## src/rtl/ring_reg_pkg.sv

```systemverilog
// ring_reg_pkg: shared constants, the slot header type and the ring distance helper
// used by ring_reg_net and ring_reg_node.
package ring_reg_pkg;

    localparam int RING_MAX_NODES = 16;
    localparam int RING_ID_W      = 4;
    localparam int RING_HDR_W     = 1 + 2 * RING_ID_W;

    typedef struct packed {
        logic                 valid;
        logic [RING_ID_W-1:0] src;
        logic [RING_ID_W-1:0] dest;
    } ring_hdr_t;

    // Hops from s to d going downstream; a self-addressed message travels the full ring.
    function automatic int ring_dist(input int s, input int d, input int n);
        return ((d - s - 1 + n) % n) + 1;
    endfunction

endpackage

```

## src/rtl/ring_reg_node.sv

```systemverilog
// ring_reg_node: one ring stop -- eject/pass/inject mux, eject register and the
// HOP_STAGES-deep outgoing hop; per-node counters exist only with RING_REG_STATS_EN.
module ring_reg_node
    import ring_reg_pkg::*;
#(
    parameter int NUM_NODES  = 2,
    parameter int DATA_W     = 8,
    parameter int HOP_STAGES = 1,
    parameter int NODE_ID    = 0
) (
    input  logic                  i_clk,
    input  logic                  i_rst_n,
    input  logic [RING_HDR_W-1:0] i_slot_hdr,
    input  logic [DATA_W-1:0]     i_slot_data,
    output logic [RING_HDR_W-1:0] o_slot_hdr,
    output logic [DATA_W-1:0]     o_slot_data,
    input  logic                  i_inj_valid,
    input  logic [RING_ID_W-1:0]  i_inj_dest,
    input  logic [DATA_W-1:0]     i_inj_data,
    output logic                  o_inj_ready,
    output logic                  o_ej_valid,
    output logic [RING_ID_W-1:0]  o_ej_src,
    output logic [DATA_W-1:0]     o_ej_data,
`ifdef RING_REG_STATS_EN
    output logic [15:0]           o_deflect_cnt,
    output logic [15:0]           o_drop_cnt,
`endif
    input  logic                  i_ej_ready
);

    localparam logic [RING_ID_W-1:0] MY_ID     = RING_ID_W'(NODE_ID);
    localparam logic [RING_ID_W:0]   NODES_LIM = (RING_ID_W + 1)'(NUM_NODES);
    localparam int                   PAY_W     = 2 * RING_ID_W + DATA_W;

    ring_hdr_t         in_hdr;
    ring_hdr_t         out_hdr;
    logic [DATA_W-1:0] out_data;
    logic              eject_now;
    logic              inj_fire;
    logic              dest_bad;

    logic                 ej_valid_d, ej_valid_q;
    logic [RING_ID_W-1:0] ej_src_d,   ej_src_q;
    logic [DATA_W-1:0]    ej_data_d,  ej_data_q;

    logic [HOP_STAGES-1:0] hop_vld_d, hop_vld_q;
    logic [PAY_W-1:0]      hop_pay_d [HOP_STAGES];
    logic [PAY_W-1:0]      hop_pay_q [HOP_STAGES];

    assign in_hdr = i_slot_hdr;

    // NOTE: every variable gets a default before the if-chain so no path leaves it unassigned (no latch).
    always_comb begin
        dest_bad    = {1'b0, i_inj_dest} >= NODES_LIM;
        eject_now   = in_hdr.valid && (in_hdr.dest == MY_ID) && (!ej_valid_q || i_ej_ready);
        o_inj_ready = !in_hdr.valid || eject_now;
        inj_fire    = i_inj_valid && o_inj_ready;
        out_hdr     = '0;
        out_data    = i_slot_data;
        if (in_hdr.valid && !eject_now) begin
            out_hdr = in_hdr;
        end else if (inj_fire && !dest_bad) begin
            out_hdr.valid = 1'b1;
            out_hdr.src   = MY_ID;
            out_hdr.dest  = i_inj_dest;
            out_data      = i_inj_data;
        end
    end

    // Accept and refill may coincide, giving one message per cycle.
    always_comb begin
        ej_valid_d = ej_valid_q && !i_ej_ready;
        ej_src_d   = ej_src_q;
        ej_data_d  = ej_data_q;
        if (eject_now) begin
            ej_valid_d = 1'b1;
            ej_src_d   = in_hdr.src;
            ej_data_d  = i_slot_data;
        end
    end

    // NOTE: flops use <= so each one samples pre-edge values regardless of block evaluation order.
    always_ff @(posedge i_clk) begin
        if (!i_rst_n) begin
            ej_valid_q <= 1'b0;
            ej_src_q   <= '0;
            ej_data_q  <= '0;
        end else begin
            ej_valid_q <= ej_valid_d;
            ej_src_q   <= ej_src_d;
            ej_data_q  <= ej_data_d;
        end
    end

    assign o_ej_valid = ej_valid_q;
    assign o_ej_src   = ej_src_q;
    assign o_ej_data  = ej_data_q;

    always_comb begin
        hop_vld_d[0] = out_hdr.valid;
        hop_pay_d[0] = {out_hdr.src, out_hdr.dest, out_data};
        for (int i = 1; i < HOP_STAGES; i++) begin
            hop_vld_d[i] = hop_vld_q[i-1];
            hop_pay_d[i] = hop_pay_q[i-1];
        end
    end

    always_ff @(posedge i_clk) begin
        if (!i_rst_n) begin
            hop_vld_q <= '0;
        end else begin
            hop_vld_q <= hop_vld_d;
        end
    end

    // NOTE: slot payloads carry no reset; their contents only matter while the matching valid is set.
    always_ff @(posedge i_clk) begin
        hop_pay_q <= hop_pay_d;
    end

    assign o_slot_hdr  = {hop_vld_q[HOP_STAGES-1], hop_pay_q[HOP_STAGES-1][PAY_W-1:DATA_W]};
    assign o_slot_data = hop_pay_q[HOP_STAGES-1][DATA_W-1:0];

`ifdef RING_REG_STATS_EN
    logic [15:0] deflect_cnt_d, deflect_cnt_q;
    logic [15:0] drop_cnt_d,    drop_cnt_q;
    logic        deflect_evt;

    always_comb begin
        deflect_evt   = in_hdr.valid && (in_hdr.dest == MY_ID) && !eject_now;
        deflect_cnt_d = deflect_cnt_q;
        drop_cnt_d    = drop_cnt_q;
        if (deflect_evt && (deflect_cnt_q != 16'hFFFF)) begin
            deflect_cnt_d = deflect_cnt_q + 16'd1;
        end
        if (inj_fire && dest_bad && (drop_cnt_q != 16'hFFFF)) begin
            drop_cnt_d = drop_cnt_q + 16'd1;
        end
    end

    always_ff @(posedge i_clk) begin
        if (!i_rst_n) begin
            deflect_cnt_q <= '0;
            drop_cnt_q    <= '0;
        end else begin
            deflect_cnt_q <= deflect_cnt_d;
            drop_cnt_q    <= drop_cnt_d;
        end
    end

    assign o_deflect_cnt = deflect_cnt_q;
    assign o_drop_cnt    = drop_cnt_q;
`endif

endmodule

```

## src/rtl/ring_reg_net.sv

```systemverilog
// ring_reg_net: unidirectional slotted register ring of NUM_NODES ring_reg_node stops.
// Define RING_REG_STATS_EN to add per-node deflection and bad-dest drop counters.
module ring_reg_net
    import ring_reg_pkg::*;
#(
    parameter int NUM_NODES  = 2,
    parameter int DATA_W     = 8,
    parameter int HOP_STAGES = 1
) (
    input  logic                           i_clk,
    input  logic                           i_rst_n,
    input  logic [NUM_NODES-1:0]           i_inj_valid,
    input  logic [NUM_NODES*RING_ID_W-1:0] i_inj_dest,
    input  logic [NUM_NODES*DATA_W-1:0]    i_inj_data,
    output logic [NUM_NODES-1:0]           o_inj_ready,
    output logic [NUM_NODES-1:0]           o_ej_valid,
    output logic [NUM_NODES*RING_ID_W-1:0] o_ej_src,
    output logic [NUM_NODES*DATA_W-1:0]    o_ej_data,
`ifdef RING_REG_STATS_EN
    output logic [NUM_NODES*16-1:0]        o_deflect_cnt,
    output logic [NUM_NODES*16-1:0]        o_drop_cnt,
`endif
    input  logic [NUM_NODES-1:0]           i_ej_ready
);

    if (NUM_NODES < 2 || NUM_NODES > RING_MAX_NODES) begin : g_bad_num_nodes
        $error("ring_reg_net: NUM_NODES=%0d outside 2..%0d", NUM_NODES, RING_MAX_NODES);
    end
    if (HOP_STAGES < 1) begin : g_bad_hop_stages
        $error("ring_reg_net: HOP_STAGES=%0d must be at least 1", HOP_STAGES);
    end

    // hop_hdr[n]/hop_data[n] is the last hop stage leaving node n.
    logic [RING_HDR_W-1:0] hop_hdr  [NUM_NODES];
    logic [DATA_W-1:0]     hop_data [NUM_NODES];

    for (genvar n = 0; n < NUM_NODES; n++) begin : g_node
        localparam int PREV = (n + NUM_NODES - 1) % NUM_NODES;

        ring_reg_node #(
            .NUM_NODES  (NUM_NODES),
            .DATA_W     (DATA_W),
            .HOP_STAGES (HOP_STAGES),
            .NODE_ID    (n)
        ) u_node (
            .i_clk         (i_clk),
            .i_rst_n       (i_rst_n),
            .i_slot_hdr    (hop_hdr[PREV]),
            .i_slot_data   (hop_data[PREV]),
            .o_slot_hdr    (hop_hdr[n]),
            .o_slot_data   (hop_data[n]),
            .i_inj_valid   (i_inj_valid[n]),
            .i_inj_dest    (i_inj_dest[n*RING_ID_W +: RING_ID_W]),
            .i_inj_data    (i_inj_data[n*DATA_W +: DATA_W]),
            .o_inj_ready   (o_inj_ready[n]),
            .o_ej_valid    (o_ej_valid[n]),
            .o_ej_src      (o_ej_src[n*RING_ID_W +: RING_ID_W]),
            .o_ej_data     (o_ej_data[n*DATA_W +: DATA_W]),
`ifdef RING_REG_STATS_EN
            .o_deflect_cnt (o_deflect_cnt[n*16 +: 16]),
            .o_drop_cnt    (o_drop_cnt[n*16 +: 16]),
`endif
            .i_ej_ready    (i_ej_ready[n])
        );
    end

endmodule

```

## config.mk

```make
export PLATFORM = sky130hd
export DESIGN_NAME = ring_reg_net
export DESIGN_NICKNAME = d
export VERILOG_FILES = /design/src/rtl/ring_reg_pkg.sv /design/src/rtl/ring_reg_node.sv /design/src/rtl/ring_reg_net.sv
export SDC_FILE = /design/constraint.sdc
export NUM_CORES = 1
export LEC_CHECK = 0
export ABC_AREA = 1
export ABC_CLOCK_PERIOD_IN_PS = 2300
export BUFFER_PORTS_ARGS = -buffer_cell sky130_fd_sc_hd__buf_2
export CORE_ASPECT_RATIO = 0.75
export CORE_MARGIN = 3
export CORE_UTILIZATION = 28
export DETAILED_ROUTE_END_ITERATION = 7
export GPL_TIMING_DRIVEN = 0
export PLACE_DENSITY = 0.46
export SYNTH_ARGS = -nofsm -noshare
export SYNTH_HDL_FRONTEND = slang
export SYNTH_SLANG_ARGS = --single-unit
```

## constraint.sdc

```tcl
create_clock -name i_clk -period 2.3 [get_ports i_clk]
set_clock_uncertainty 0.1 [all_clocks]
set_input_delay 0.115 -clock i_clk [delete_from_list [all_inputs] [get_ports i_clk]]
set_output_delay 0.115 -clock i_clk [all_outputs]
set_load 0.1 [all_outputs]
```

==> results.yml <==
synth:
  synthDominantCellAreaShare_pct: 50.53
  synth_cell_types: 22
  synth_area_leader_cell: "dfxtp_1"
  synthAdderAreaFrac_pct: 0
  synth_area_sq_um: 2377
  syn_nets: 343
  synth-xor-area-share_pct: 0
  yosys.area_share.simple_pct: 35.58
  synth_top_family_by_area: "simple AND/OR/NAND/NOR gates"
  ys_ff_latch: 60
  synth_area_leaders: "dfxtp_1, nand2_1, nor2_1"
  seq_area_frac_synth_pct: 50.53
  synth_compound_area_share_pct: 2.316
  yosysWarnings: 0
  netlist_instances: 313
  synth_mux_area_share_pct: 0
  synth.avg_cell_area_sq_um: 7.595
clock_network:
  path_clk_slew_ps: 50
  clkLatencyLatePin_ps: 320
  clockBufferDepth: 2
  cts_tree: "built"
  clockRootBuffer: "clkbuf_16"
  cts_resized: 0
  cts_hold_repair.buffers: 23
  clock-sinks: 60
  htreeDepth: 3
  cts-buffers-inserted: 9
  post-cts-setup-buffers: 0
setup_path:
  path_cells: "nor2_1 > nand2_1 > o21ai_4 > buf_6 > buf_4 > buf_2"
  startpoint_type: "flop"
  cp_top_family: "buffers and inverters"
  crit_required_ps: 2090
  critPathCaptureType: "output port"
  cp_max_fo: 10
  criticalPathCategory: "flop to output port"
  crit_slowest_cell: "buf_2"
  worstPathBufferInverterCount: 3
  cpPeakStageDelay_ps: 410
  crit_arrival_ps: 1880
route:
  drt-initial-drc-count: 94
  drt_pre_antenna_iters: 4
  ant_nets: 0
  vias_per_cell: 4.047
  drt-total-wl_mm: 5.900
  route.detailed.drc: 0
  vias: 2076
  wl_per_cell_microns: 11.50
grt:
  grt_usage_pct: 13.84
  gr-total-overflow: 0
  grt_max_degree: 11
  grt_pass1_vias: 2157
  grt_first_pass_wirelength_mm: 10.27
  antenna_found_initial: 0
place:
  gp_congestion: 0.7121
  detailed_place_hpwl_mm: 4.522
  port-buffer-count: 56
  dp_slack_ps: 528.5
  placed_cell_area_sq_um: 2789
cells_and_area:
  n_antenna_cell: 0
  fin_util_pct: 40.98
  fill_cells: 873
  final_cell_area_sq_um: 3302
  syn2layout_area_growth_pct: 38.89
  layout-drive-gt1-share_pct: 27.70
  nets: 433
sta:
  rsz0062_at_grt: "no"
  setup_viol: 0
  period_minus_slack_ps: 2098
  fmax_mhz: 476.7
  hold_viol_final: 0
  setup_ws_ps: 202.2
  slew_viol_final: 0
  worst_pin_slew_ps: 492.0
  max_slew_margin_pct: 67.43
  setup-tns-final_ps: 0
  final.period_utilization_pct: 91.21
pwr:
  power_leakage_nw: 1.595
  power_density_nw_per_um2: 802.7
  peakVddDrop_v: 0.0003551
outcome:
  outcome: "completed"
die:
  die_w_microns: 112.4
  pin_count: 58
  core_area_sq_um: 8058
  die_h_microns: 85.80
  rows: 28
  dieArea_sq_um: 9643
  start_util_pct: 29.50
run:
  maxCapViolCount: 0
min_path:
  hp-class: "input port to flop"
-- final cells by class --
class | instances | area (sq um) | area share, %
Buffer | 15 | 106.4 | 3.221
Inverter | 45 | 168.9 | 5.116
Timing Repair Buffer | 79 | 510.5 | 15.46
Clock buffer | 15 | 277.8 | 8.412
Tap cell | 105 | 131.4 | 3.979
Sequential cell | 60 | 1201 | 36.38
Clock inverter | 1 | 5.005 | 0.1516
Multi-Input combinational cell | 193 | 900.9 | 27.28
-- path summary, 6_finish.rpt --
kind | slack (ps) | cells past startpoint | end | startpoint
max | 200 | 6 | o_inj_ready[0] | g_node[1].u_node.hop_pay_q[11]
min | 60 | 3 | g_node[1].u_node.o_ej_src[2] | i_rst_n
max reg2reg | 790 | 7 | g_node[0].u_node.o_ej_data[6] | g_node[1].u_node.hop_pay_q[11]
min reg2reg | 330 | 2 | g_node[0].u_node.hop_pay_q[10] | g_node[1].u_node.hop_pay_q[10]
-- synth_stat cells (all sizes together) --
cell type	n
o21bai	1
buf	14
nand2	85
nand3	23
clkbuf	1
dfxtp	60
nor2	66
clkinv	2
nor3	1
nand4	12
inv	43
a21oi	4
o21ai	1
-- stage by stage --
stage,cells,power (mW),hold WS [ps]
floorplan,313,1.324,146.3
global placement,474,1.399,240.7
detailed placement,474,1.400,239.4
CTS,513,2.688,65.82
global route,513,2.781,103.5
finish,513,2.650,57.48
-- layer usage --
layer	up-vias	share of wire, %	track usage (%)
li1	1127	-	-
met1	888	51	18.78
met2	52	40	20.17
met3	9	6.8	4.795
met4	0	1.4	5.568
met5	-	0	0
-- cells by family after synthesis --
| family | count (synthesis) |
|---|---|
| AO/OA/AOI/OAI | 6 |
| buffers and inverters | 60 |
| flip-flops | 60 |
| AND/OR/NAND/NOR | 187 |
-- power breakdown --
group          internal (mW)  switching (mW)
clock network          0.815           0.429
logic                 0.0952           0.157
registers               1.11          0.0420
-- cells in the final DEF, fill, tap and decap left out, drive strengths merged --
master       count
nand3           23
nor3             1
nand2           85
a21oi            4
o21ai            1
dlygate4sd3     23
o21bai           1
clkbuf          16
clkinv           3
buf             70
nor2            66
inv             43
nand4           12
dfxtp           60
-- state kept, by name (all words and copies together), names as in the netlist --
signal                    flops
g_node.u_node.hop_pay_q      32
g_node.u_node.o_ej_data      16
g_node.u_node.o_ej_src        8
g_node.u_node.hop_vld_q       2
g_node.u_node.o_ej_valid      2
-- tightest hold or removal path, stage by stage --
cell and delay [ps]:
clkbuf_1 170, nand2_1 110, nor2_1 40
Note: power is estimated with default switching activity, not from simulation.
